**src/rtl/mem_arbiter_if.sv**
```systemverilog
// mem_arbiter_if: bundles the fetch requester, data requester and memory port
// signals of the memory arbiter.
//   slave  modport : arbiter view (takes requests, drives grants/memory strobes)
//   master modport : environment view (requesters plus synchronous memory)
// Handshake: a requester raises *_req with its address/data stable and holds it
// until the matching *_gnt (or d_err) pulse; the arbiter answers a granted
// access with exactly one *_rvalid pulse on the following cycle.
interface mem_arbiter_if #(
  parameter int ADDR_W = 9
);
  logic              i_req;
  logic [31:0]       i_addr;
  logic              i_gnt;
  logic              i_rvalid;
  logic [31:0]       i_rdata;
  logic              d_req;
  logic              d_we;
  logic [31:0]       d_addr;
  logic [31:0]       d_wdata;
  logic              d_gnt;
  logic              d_rvalid;
  logic [31:0]       d_rdata;
  logic              d_err;
  logic              mem_en;
  logic              mem_we;
  logic [ADDR_W-1:0] mem_addr;
  logic [31:0]       mem_wdata;
  logic [31:0]       mem_rdata;

  modport slave (
    input  i_req, i_addr, d_req, d_we, d_addr, d_wdata, mem_rdata,
    output i_gnt, i_rvalid, i_rdata, d_gnt, d_rvalid, d_rdata, d_err,
           mem_en, mem_we, mem_addr, mem_wdata
  );

  modport master (
    output i_req, i_addr, d_req, d_we, d_addr, d_wdata, mem_rdata,
    input  i_gnt, i_rvalid, i_rdata, d_gnt, d_rvalid, d_rdata, d_err,
           mem_en, mem_we, mem_addr, mem_wdata
  );
endinterface

```
**src/rtl/mem_arbiter.sv**
```systemverilog
// mem_arbiter: shares one synchronous-read memory between an instruction-fetch
// port and a load/store port. Two-state FSM: IDLE issues at most one access
// (round-robin on contention), WAIT returns the read data / store completion
// to the owner. Misaligned data requests are rejected with d_err.
// Ports:
//   clk         clock, rising edge
//   rst         asynchronous active-high reset; forces every output to 0
//   bus         mem_arbiter_if.slave (requesters + memory port)
//   busy        high while in WAIT
//   dbg_state_o current FSM state (0 = IDLE, 1 = WAIT)
module mem_arbiter #(
  parameter int ADDR_W = 9
) (
  input  logic                 clk,
  input  logic                 rst,
  mem_arbiter_if.slave         bus,
  output logic                 busy,
  output logic                 dbg_state_o
);

  typedef enum logic {IDLE = 1'b0, WAIT = 1'b1} state_e;
  typedef enum logic {OWN_I = 1'b0, OWN_D = 1'b1} owner_e;

  state_e state_q, state_d;
  owner_e last_owner_q, last_owner_d;
  owner_e owner_q, owner_d;
  logic   owner_we_q, owner_we_d;

  logic              d_aligned;
  logic              grant_i, grant_d;
  logic              i_gnt, d_gnt, d_err, i_rvalid, d_rvalid;
  logic [31:0]       i_rdata, d_rdata, mem_wdata;
  logic              mem_en, mem_we;
  logic [ADDR_W-1:0] mem_addr;

  always_ff @(posedge clk or posedge rst) begin
    if (rst) begin
      state_q      <= IDLE;
      last_owner_q <= OWN_D;   // fetch wins the first tie
      owner_q      <= OWN_I;
      owner_we_q   <= 1'b0;
    end else begin
      state_q      <= state_d;
      last_owner_q <= last_owner_d;
      owner_q      <= owner_d;
      owner_we_q   <= owner_we_d;
    end
  end

  always_comb begin
    state_d      = state_q;
    last_owner_d = last_owner_q;
    owner_d      = owner_q;
    owner_we_d   = owner_we_q;
    d_aligned    = (bus.d_addr[1:0] == 2'b00);
    grant_i      = 1'b0;
    grant_d      = 1'b0;
    i_gnt        = 1'b0;
    d_gnt        = 1'b0;
    d_err        = 1'b0;
    i_rvalid     = 1'b0;
    d_rvalid     = 1'b0;
    i_rdata      = 32'h0;
    d_rdata      = 32'h0;
    mem_en       = 1'b0;
    mem_we       = 1'b0;
    mem_addr     = '0;
    mem_wdata    = 32'h0;
    // Outputs are gated by rst directly so they drop without waiting for the
    // state register to settle.
    if (!rst) begin
      case (state_q)
        IDLE: begin
          d_err   = bus.d_req && !d_aligned;
          // On contention fetch wins only if data went last.
          grant_i = bus.i_req &&
                    (!(bus.d_req && d_aligned) || (last_owner_q == OWN_D));
          grant_d = bus.d_req && d_aligned && !grant_i;
          if (grant_i) begin
            i_gnt        = 1'b1;
            mem_en       = 1'b1;
            mem_addr     = bus.i_addr[ADDR_W-1:0];
            owner_d      = OWN_I;
            owner_we_d   = 1'b0;
            last_owner_d = OWN_I;
            state_d      = WAIT;
          end else if (grant_d) begin
            d_gnt        = 1'b1;
            mem_en       = 1'b1;
            mem_we       = bus.d_we;
            mem_addr     = bus.d_addr[ADDR_W-1:0];
            mem_wdata    = bus.d_wdata;
            owner_d      = OWN_D;
            owner_we_d   = bus.d_we;
            last_owner_d = OWN_D;
            state_d      = WAIT;
          end
        end
        WAIT: begin
          if (owner_q == OWN_I) begin
            i_rvalid = 1'b1;
            i_rdata  = bus.mem_rdata;
          end else begin
            d_rvalid = 1'b1;
            d_rdata  = owner_we_q ? 32'h0 : bus.mem_rdata;
          end
          state_d = IDLE;
        end
        default: state_d = IDLE;
      endcase
    end
  end

  assign bus.i_gnt     = i_gnt;
  assign bus.d_gnt     = d_gnt;
  assign bus.d_err     = d_err;
  assign bus.i_rvalid  = i_rvalid;
  assign bus.d_rvalid  = d_rvalid;
  assign bus.i_rdata   = i_rdata;
  assign bus.d_rdata   = d_rdata;
  assign bus.mem_en    = mem_en;
  assign bus.mem_we    = mem_we;
  assign bus.mem_addr  = mem_addr;
  assign bus.mem_wdata = mem_wdata;
  assign busy          = !rst && (state_q == WAIT);
  assign dbg_state_o   = state_q;

endmodule

```
**src/flat_wrapper.sv**
```systemverilog
// flat-port wrapper written by rule: the top's interface ports become plain ports
module mem_arbiter_flat 
#(
  parameter int ADDR_W = 9
)
  (clk, rst, busy, dbg_state_o, bus_i_req, bus_i_addr, bus_d_req, bus_d_we, bus_d_addr, bus_d_wdata, bus_mem_rdata, bus_i_gnt, bus_i_rvalid, bus_i_rdata, bus_d_gnt, bus_d_rvalid, bus_d_rdata, bus_d_err, bus_mem_en, bus_mem_we, bus_mem_addr, bus_mem_wdata);
  mem_arbiter_if #(.ADDR_W(ADDR_W)) bus_i ();
  input  logic clk;
  input  logic rst;
  output logic busy;
  output logic dbg_state_o;
  input wire logic [$bits(bus_i.i_req)-1:0] bus_i_req;
  input wire logic [$bits(bus_i.i_addr)-1:0] bus_i_addr;
  input wire logic [$bits(bus_i.d_req)-1:0] bus_d_req;
  input wire logic [$bits(bus_i.d_we)-1:0] bus_d_we;
  input wire logic [$bits(bus_i.d_addr)-1:0] bus_d_addr;
  input wire logic [$bits(bus_i.d_wdata)-1:0] bus_d_wdata;
  input wire logic [$bits(bus_i.mem_rdata)-1:0] bus_mem_rdata;
  output wire logic [$bits(bus_i.i_gnt)-1:0] bus_i_gnt;
  output wire logic [$bits(bus_i.i_rvalid)-1:0] bus_i_rvalid;
  output wire logic [$bits(bus_i.i_rdata)-1:0] bus_i_rdata;
  output wire logic [$bits(bus_i.d_gnt)-1:0] bus_d_gnt;
  output wire logic [$bits(bus_i.d_rvalid)-1:0] bus_d_rvalid;
  output wire logic [$bits(bus_i.d_rdata)-1:0] bus_d_rdata;
  output wire logic [$bits(bus_i.d_err)-1:0] bus_d_err;
  output wire logic [$bits(bus_i.mem_en)-1:0] bus_mem_en;
  output wire logic [$bits(bus_i.mem_we)-1:0] bus_mem_we;
  output wire logic [$bits(bus_i.mem_addr)-1:0] bus_mem_addr;
  output wire logic [$bits(bus_i.mem_wdata)-1:0] bus_mem_wdata;
  assign bus_i.i_req = bus_i_req;
  assign bus_i.i_addr = bus_i_addr;
  assign bus_i.d_req = bus_d_req;
  assign bus_i.d_we = bus_d_we;
  assign bus_i.d_addr = bus_d_addr;
  assign bus_i.d_wdata = bus_d_wdata;
  assign bus_i.mem_rdata = bus_mem_rdata;
  assign bus_i_gnt = bus_i.i_gnt;
  assign bus_i_rvalid = bus_i.i_rvalid;
  assign bus_i_rdata = bus_i.i_rdata;
  assign bus_d_gnt = bus_i.d_gnt;
  assign bus_d_rvalid = bus_i.d_rvalid;
  assign bus_d_rdata = bus_i.d_rdata;
  assign bus_d_err = bus_i.d_err;
  assign bus_mem_en = bus_i.mem_en;
  assign bus_mem_we = bus_i.mem_we;
  assign bus_mem_addr = bus_i.mem_addr;
  assign bus_mem_wdata = bus_i.mem_wdata;
  mem_arbiter #(.ADDR_W(ADDR_W)) u_core (.clk(clk), .rst(rst), .bus(bus_i), .busy(busy), .dbg_state_o(dbg_state_o));
endmodule
```
**config.mk**
```make
export PLATFORM = sky130hd
export DESIGN_NAME = mem_arbiter_flat
export DESIGN_NICKNAME = d
export VERILOG_FILES = /design/src/rtl/mem_arbiter_if.sv /design/src/rtl/mem_arbiter.sv /design/src/flat_wrapper.sv
export SDC_FILE = /design/constraint.sdc
export NUM_CORES = 1
export LEC_CHECK = 0
export CORE_AREA = 2 2 95 97
export DETAILED_ROUTE_END_ITERATION = 6
export DIE_AREA = 0 0 97 99
export GPL_TIMING_DRIVEN = 1
export SYNTH_ARGS = -nofsm -noshare
export SYNTH_HDL_FRONTEND = slang
export SYNTH_SLANG_ARGS = --single-unit
export TNS_END_PERCENT = 1
```
**constraint.sdc**
```tcl
create_clock -name clk -period 5 [get_ports clk]
set_input_delay 1 -clock clk [delete_from_list [all_inputs] [get_ports clk]]
set_output_delay 1 -clock clk [all_outputs]
set_load 0.005 [all_outputs]
```
==> results of run 1 <==
[final timing paths]
| path | start | endpoint | slack [ps] |
|---|---|---|---|
| max | rst | bus_mem_wdata[22] | 840 |
| min | u_core.owner_we_q | u_core.owner_we_q | 520 |
| max reg2reg | u_core.dbg_state_o | u_core.owner_we_q | 3590 |
| min reg2reg | u_core.owner_we_q | u_core.owner_we_q | 520 |
| max in group asynchronous | rst | u_core.last_owner_q | 3650 |
| min in group asynchronous | rst | u_core.owner_q | 1120 |
[worst register-to-register path, stage by stage, from the launching register on]
cell and delay, ps:
dfrtp_1 410, or2_1 350, nor3_1 350, a32o_1 230
[cells in the mapped netlist (2+ instances only)]
cell type  number  area share, %
clkbuf_1        7            2.4
o22a_1          2            1.6
and2_2         12            8.1
and2_1         84             47
nor2b_1         3            1.7
nand2_1        10            3.4
mux2i_1         7            6.3
buf_6           4            4.1
inv_1           5            1.7
nand3_1         7            3.2
nor2_1          2           0.68
nor3_1          3            1.4
dfrtp_1         3            6.8
[cells by family after synthesis]
family | Yosys count
flip-flops | 4
buffers and inverters | 17
AO/OA/AOI/OAI | 6
multiplexers | 7
AND/OR/NAND/NOR | 127
[report_power, final]
part	total (mW)	leakage, nW	switching (mW)	internal [mW]
logic	0.202	1.20	0.0610	0.141
clock network	0.0716	0.0228	0.0171	0.0545
registers	0.0532	0.0499	0.0103	0.0429
total	0.327	1.27	0.0885	0.238
[layer usage]
metal,up-vias,track usage (%),routed length (microns)
li1,900,-,-
met1,771,11.52,2106
met2,129,18.91,2593
met3,4,3.121,600
met4,0,2.492,59
met5,-,0,0
[metrics by stage]
stage,worst slack (ps),util [%]
finish,836.3,38.12
global route,677.0,38.12
CTS,814.4,38.12
detailed placement,808.1,37.59
global placement,821.2,37.59
floorplan,1893,-
[flip-flops by register name, indices dropped and copies added, names as in the netlist]
| register | count |
|---|---|
| u_core.dbg_state_o | 1 |
| u_core.last_owner_q | 1 |
| u_core.owner_q | 1 |
| u_core.owner_we_q | 1 |
[final cells by class]
cell class | count | area, sq um | share of cell area, %
clock buffers | 4 | 45.04 | 1.382
inverters | 5 | 18.77 | 0.5758
multi-input cells | 140 | 919.6 | 28.21
flip-flops and latches | 4 | 101.3 | 3.109
well taps | 108 | 135.1 | 4.146
repair buffers | 205 | 2039 | 62.57
==> metrics.cfg, run 1 <==
[clock_network]
cts_tree=yes
postCtsSetupBuffers=0
cts_resized=0
cts_inserted_buffers=3
clk_pin_slew_ps=30
clockBufferDepth=2
hold_buffers=0
cts_root_buf=clkbuf_8
cts_sinks=4
htree_num_levels=1
clk-insertion-delay-late_ps=210

[yosys]
ys_seq_area_share_pct=9.122
synthesis.area_sq_um=1111
synth_cells=161
synth_edf_count=0
syn_nets=294
syn_avg_cell_area_sq_um=6.901
synth-xor-area-share_pct=0
synthAdderAreaFrac_pct=0
ys_warn_count=0
yosys.cell_types.count=25
synthMuxAreaShare_pct=6.306
ys.flop_type=dfrtp_1
synth_top_family_by_area=simple AND/OR/NAND/NOR gates
synth_compound_area_share_pct=6.081
synthSimpleGateAreaFrac_pct=69.93
async_flop_share_pct=100.0
synth_seq_cells=4

[pwr]
p_leak_nw=1.272
ir_worst_vdd_v=0.00005466
design_power_total_mw=0.3267
p_per_area_nw_per_um2=100.2

[drt]
viasPerCell=3.871
first_iter_violations=13
first_pass_iters=4
drcViolationCount=0
wirelength_microns=5359
ant_nets=0
num_vias=1804
wl_per_cell_microns=11.50

[cells_and_area]
fin_area_sq_um=3259
n_antenna_cell=0
n_fill_cell=895
final_cell_mix=clkdlybuf4s50_1, and2_1, and2_2
areaGrowthSynthToFinish_pct=193.4
drive_gt1_share_pct=7.263
final_common_cell=clkdlybuf4s50_1
fin_cells=466
final_nets=492

[die]
start_util_pct=12.99
fp.dieH_microns=99
die_area_sq_um=9603
core_sq_um=8551
die_w_microns=97
io_pins=247
row_count=34

[placement]
port_buffers=200
placed_cells_incl_taps=462
place.gp.congestion=0.8012
placed_area_sq_um=3214
hpwl_microns=4761

[timing]
max_clock_freq_mhz=240.2
worstMarginPinSlew_ps=491.2
clock_skew_ps=0.7359
finalCriticalPeriod_ps=4164
relSlewSlack_pct=67.11
rsz0062_at_grt=no
maxSlewViolCount=0
whs_ps=516.2
fin_tns_setup_ps=0
hold_violations=0
setup_viol=0
period_share_pct=83.27

[worst_setup_path]
critical_path.cell_chain=clkdlybuf4s50_1 > or2_1 > a2111oi_4 > buf_4 > and2_2 > clkdlybuf4s50_1
crit_family=buffers and inverters
path_common_cell=clkdlybuf4s50_1
worstSetupPathType=input port to primary output
crit_fanout=33
worst_path_max_delay_cell=clkdlybuf4s50_1
r2r_cells=3
crit_arrival_ps=3160
critPathLaunchType=input port
cp-end-kind=primary output
cp_data_required_time_ps=4000
critPathBufInv=3
cp_slowest_stage_delay_ps=510
crit_cells=6

[grt]
antenna_found_initial=0
overflow=0
grt_pass1_wl_microns=8369
grt_pass1_vias=1767
grt_use_total_pct=10.25
grt_start_max_net_pins=34

[run]
max_cap_viol_count=0

[worst_hold_path]
hold_class=flip-flop to flip-flop
min_path_cells=1

[outcome]
status=finished clean

(Power assumes the default switching activity.)
==> run 2: changes to the inputs <==
Clock period 5 ns to 4.1 ns, I/O delays scaled along.
==> run 2 against run 1 <==
  * Total power increased by 24%
  * Sequential cell count did not move
  * Critical path depth did not move
  * Clock power up 29%
  * Wire length up 0.99%
  * Register-to-register slack got worse by 950 ps
  * Largest power group unchanged
==> metrics.cfg, run 2 (synthesis results as in run 1) <==
[die]
core_sq_um=8551  ; unchanged
io_pins=247  ; unchanged
die_w_microns=97  ; unchanged
start_util_pct=12.99  ; unchanged
row_count=34  ; unchanged
die_area_sq_um=9603  ; unchanged
fp.dieH_microns=99  ; unchanged

[timing]
fin_tns_setup_ps=0  ; unchanged
max_clock_freq_mhz=262.0
relSlewSlack_pct=67.81  ; +0.71 points
finalCriticalPeriod_ps=3816
rsz0062_at_grt=no
setup_viol=0  ; unchanged
worstMarginPinSlew_ps=480.7  ; -10.54 ps
hold_violations=0  ; unchanged
clock_skew_ps=2.125  ; +1.389 ps
period_share_pct=93.08
maxSlewViolCount=0  ; unchanged

[worst_setup_path]
critPathLaunchType=input port
cp_data_required_time_ps=3280  ; -720 ps
cp-end-kind=primary output
worstSetupPathType=input port to primary output
worst_r2r_endpoint=u_core.owner_we_q
crit_start=rst
r2r_cells=3  ; unchanged
r2r_slack_ps=2640  ; -950 ps
crit_fanout=33  ; unchanged
crit_arrival_ps=3000  ; -160 ps
reg2reg_from=u_core.dbg_state_o

[placement]
place.gp.congestion=0.8015  ; about the same
placed_cells_incl_taps=462  ; unchanged
port_buffers=200  ; unchanged
hpwl_microns=4699  ; -1.3%

[cells_and_area]
fin_cells=466  ; unchanged
n_fill_cell=913  ; +2.0%
areaGrowthSynthToFinish_pct=193.4  ; unchanged
drive_gt1_share_pct=7.263  ; unchanged
final_common_cell=clkdlybuf4s50_1
final_nets=492  ; unchanged
final_cell_mix=clkdlybuf4s50_1, and2_1, and2_2
n_antenna_cell=0  ; unchanged

[worst_hold_path]
min_path_cells=1  ; unchanged
hold_path_end=u_core.owner_we_q
hp-start=u_core.owner_we_q
hold_class=flip-flop to flip-flop

[drt]
first_pass_iters=4  ; unchanged
wirelength_microns=5412  ; +0.99%
viasPerCell=3.942  ; +1.8%
wl_per_cell_microns=11.61  ; +0.99%
ant_nets=0  ; unchanged
drcViolationCount=0  ; unchanged
first_iter_violations=9  ; -4
num_vias=1837  ; +1.8%

[clock_network]
hold_buffers=0  ; unchanged
cts_resized=0  ; unchanged
htree_num_levels=1  ; unchanged
cts_inserted_buffers=3  ; unchanged
cts_sinks=4  ; unchanged
clk-insertion-delay-late_ps=230  ; +20 ps
postCtsSetupBuffers=0  ; unchanged
cts_tree=yes
clk_pin_slew_ps=30  ; about the same
clockBufferDepth=2  ; unchanged
cts_root_buf=clkbuf_8

[grt]
overflow=0  ; unchanged
grt_pass1_vias=1777  ; +0.57%
grt_pass1_wl_microns=8390  ; +0.25%
grt_use_total_pct=10.47  ; +0.22 points
antenna_found_initial=0  ; unchanged
grt_start_max_net_pins=34  ; unchanged

[outcome]
status=finished clean

[run]
max_cap_viol_count=0  ; unchanged

[pwr]
design_power_total_mw=0.4035  ; +24%
p_leak_nw=1.272  ; unchanged
p_per_area_nw_per_um2=123.8  ; +24%
ir_worst_vdd_v=0.00007298  ; +34%

run 2: worst max path at each step:
| stage | end | slack, ps | cells after the start |
|---|---|---|---|
| floorplan | bus_mem_wdata[22] | 1350 | 4 |
| global placement | bus_mem_wdata[27] | 280 | 6 |
| detailed placement | bus_mem_wdata[27] | 260 | 6 |
| CTS | bus_mem_wdata[27] | 270 | 6 |
| global route | bus_mem_wdata[7] | 140 | 6 |
| finish | bus_mem_wdata[27] | 280 | 6 |
run 2: stage by stage:
stage          hold slack [ps]  worst slack, ps  utilization (%)  area, sq um
2_1_floorplan            466.4             1353                -         1111
3_3_place_gp             502.1            278.2            37.59         3214
3_5_place_dp             508.8            264.4            37.59         3214
4_1_cts                  516.5            271.0            38.12         3259
5_1_grt                  550.7            142.4            38.12         3259
6_report                 511.8            283.6            38.12         3259
run 2: report_power, final:
| group | total [mW] | leakage, nW | switching [mW] | internal [mW] |
|---|---|---|---|---|
| registers | 0.0640 | 0.0499 | 0.0118 | 0.0522 |
| clock network | 0.0925 | 0.0228 | 0.0257 | 0.0668 |
| logic | 0.247 | 1.20 | 0.0752 | 0.172 |
run 2: worst max-delay path, stage by stage:
cell,delay (ps)
clkdlybuf4s50_1,500
or2_1,380
a2111oi_4,300
buf_4,300
and2_2,190
clkdlybuf4s50_1,500
run 2: layout make-up:
cell class              count  area [sq um]  share of cell area, %
repair buffers            205          2039                  62.57
multi-input cells         140         919.6                  28.21
well taps                 108         135.1                  4.146
flip-flops and latches      4         101.3                  3.109
clock buffers               4         45.04                  1.382
inverters                   5         18.77                 0.5758
run 2: layer usage:
| metal | vias up | wire length [microns] | share of wire (%) | global-route usage (%) |
|---|---|---|---|---|
| met1 | 801 | 2193 | 41 | 12.20 |
| met4 | 0 | 63 | 1.2 | 3.142 |
| met5 | - | 0 | 0 | 0 |
| met2 | 132 | 2620 | 48 | 18.75 |
| li1 | 899 | - | - | - |
| met3 | 5 | 535 | 9.9 | 2.837 |
==> run 3: changes to the inputs <==
Settings changed: GPL_ROUTABILITY_DRIVEN from default to 0, PLACE_DENSITY from default to 0.58.
==> run 3 against run 2 <==
  * Die area unchanged
  * Critical path type unchanged
  * Sequential share of layout area is essentially flat
  * Worst hold slack worse by 7.3 ps
  * Clock power fell by 4.2%
  * Maximum frequency grew 1.1%
  * Clock skew is 2.4 ps higher
  * First-iteration DRC count grew 78%
  * Worst setup slack improved by 42 ps
  * Cell count increased by 0.43%
  * Combinational power barely moved
==> metrics.cfg, run 3 (synthesis results as in run 1) <==
[worst_hold_path]
min_path_cells=1  ; unchanged
hold_class=flip-flop to flip-flop
hold_path_end=u_core.owner_we_q
hp-start=u_core.owner_we_q

[worst_setup_path]
cp_data_required_time_ps=3280  ; about the same
worstSetupPathType=input port to primary output
worst_r2r_endpoint=u_core.owner_we_q
cp-end-kind=primary output
crit_fanout=33  ; unchanged
r2r_slack_ps=2720  ; +80 ps
crit_start=rst
reg2reg_from=u_core.dbg_state_o
r2r_cells=4  ; +1
critPathLaunchType=input port
crit_arrival_ps=2950  ; -50 ps

[pwr]
switching_share_pct=27.34  ; -0.58 points
p_seq_share_pct=16.1  ; +0.2 points
p_per_area_nw_per_um2=122.7  ; -0.87%
ir_worst_vdd_v=0.00006093  ; -17%
pwr-share-comb_pct=61.9  ; +0.7 points
p_int_mw=0.2922  ; +0.47%
clockPowerShare_pct=22.0  ; -0.9 points
switchingPower_mw=0.1100  ; -2.4%
p_leak_nw=1.282  ; +0.82%

[drt]
wl_per_cell_microns=11.31  ; -2.7%
first_iter_violations=16  ; +7
drcViolationCount=0  ; unchanged
num_vias=1824  ; -0.71%
wirelength_microns=5291  ; -2.2%
first_pass_iters=4  ; unchanged
viasPerCell=3.897  ; -1.1%
ant_nets=0  ; unchanged

[placement]
post-place-ws_ps=290.9  ; +26.51 ps
hpwl_microns=4631  ; -1.5%
port_buffers=200  ; unchanged
placed_cells_incl_taps=464  ; +0.43%

[die]
die_area_sq_um=9603  ; unchanged
core_sq_um=8551  ; unchanged
row_count=34  ; unchanged
fp.dieH_microns=99  ; unchanged
io_pins=247  ; unchanged
start_util_pct=12.99  ; unchanged
die_w_microns=97  ; unchanged

[timing]
max_clock_freq_mhz=265.0  ; +1.1%
relSlewSlack_pct=67.27  ; -0.54 points
maxSlewViolCount=0  ; unchanged
worstMarginPinSlew_ps=488.8  ; +8.080 ps
hold_violations=0  ; unchanged
fin_ws_ps=325.8  ; +42.17 ps
fin_tns_setup_ps=0  ; unchanged
period_share_pct=92.05  ; -1.0 points
finalCriticalPeriod_ps=3774  ; -42.17 ps
rsz0062_at_grt=no
clock_skew_ps=4.483  ; +2.359 ps
setup_viol=0  ; unchanged

[clock_network]
clk-insertion-delay-late_ps=220  ; about the same
clk_pin_slew_ps=30  ; about the same
cts_sinks=4  ; unchanged
htree_num_levels=1  ; unchanged
hold_buffers=0  ; unchanged
cts_inserted_buffers=3  ; unchanged
cts_resized=0  ; unchanged
postCtsSetupBuffers=0  ; unchanged
cts_root_buf=clkbuf_8
cts_tree=yes
clockBufferDepth=2  ; unchanged

[cells_and_area]
final_common_cell=clkdlybuf4s50_1
final_cell_mix=clkdlybuf4s50_1, and2_1, and2_2
areaGrowthSynthToFinish_pct=194.9
n_antenna_cell=0  ; unchanged
fin_cells=468  ; +0.43%
final_nets=494  ; +0.41%
drive_gt1_share_pct=8.056  ; +0.79 points

[grt]
antenna_found_initial=0  ; unchanged
grt_use_total_pct=9.862  ; -0.61 points
overflow=0  ; unchanged
grt_start_max_net_pins=34  ; unchanged
grt_pass1_vias=1761  ; -0.90%
grt_pass1_wl_microns=8045  ; -4.1%

[outcome]
status=finished clean

[run]
max_cap_viol_count=0  ; unchanged

==> run 3: through the flow <==
stage | util [%] | power [mW] | instance area [sq um] | hold WS [ps]
final | 38.32 | 0.4022 | 3277 | 504.5
after global routing | 38.32 | 0.4274 | 3277 | 536.9
after CTS | 38.32 | 0.4078 | 3277 | 503.6
after detailed placement | 37.80 | 0.3163 | 3232 | 495.8
after global placement | 37.80 | 0.3140 | 3232 | 498.4
after floorplan | - | 0.1381 | 1111 | 466.4
==> run 3: cell type report <==
| type | count | area (sq um) |
|---|---|---|
| fill | 905 | 5274 |
| multi-input combinational | 140 | 922.1 |
| tap | 108 | 135.1 |
| timing repair buffer | 207 | 2054 |
| sequential | 4 | 101.3 |
| clock buffer | 4 | 45.04 |
| inverter | 5 | 18.77 |
==> run 3: how the worst max path moves through the flow <==
stage / slack, ps / to
6_report: 330 / bus_mem_wdata[27]
5_1_grt: 140 / bus_mem_wdata[2]
4_1_cts: 280 / bus_mem_wdata[27]
3_5_place_dp: 290 / bus_mem_wdata[27]
3_3_place_gp: 300 / bus_mem_wdata[27]
2_1_floorplan: 1350 / bus_mem_wdata[22]
==> run 3: critical path: stages <==
cell and delay [ps]:
clkdlybuf4s50_1 480, or2_1 360, a2111oi_4 300, buf_4 290, and2_2 180, clkdlybuf4s50_1 510
==> run 3: routing by layer <==
metal	vias to the layer above	share of wire (%)	track usage, %
met5	-	0	0
met4	0	0.36	1.950
met3	2	11	3.262
met2	130	50	19.34
met1	785	39	10.20
li1	907	-	-
==> run 3: power by group through the flow <==
stage | clock [mW] | combinational [mW] | sequential (mW)
final | 0.0886 | 0.249 | 0.0648
after global routing | 0.0922 | 0.269 | 0.0664
after CTS | 0.0904 | 0.253 | 0.0647
after detailed placement | 0 | 0.251 | 0.0648
after global placement | 0 | 0.249 | 0.0646
after floorplan | 0 | 0.0769 | 0.0612
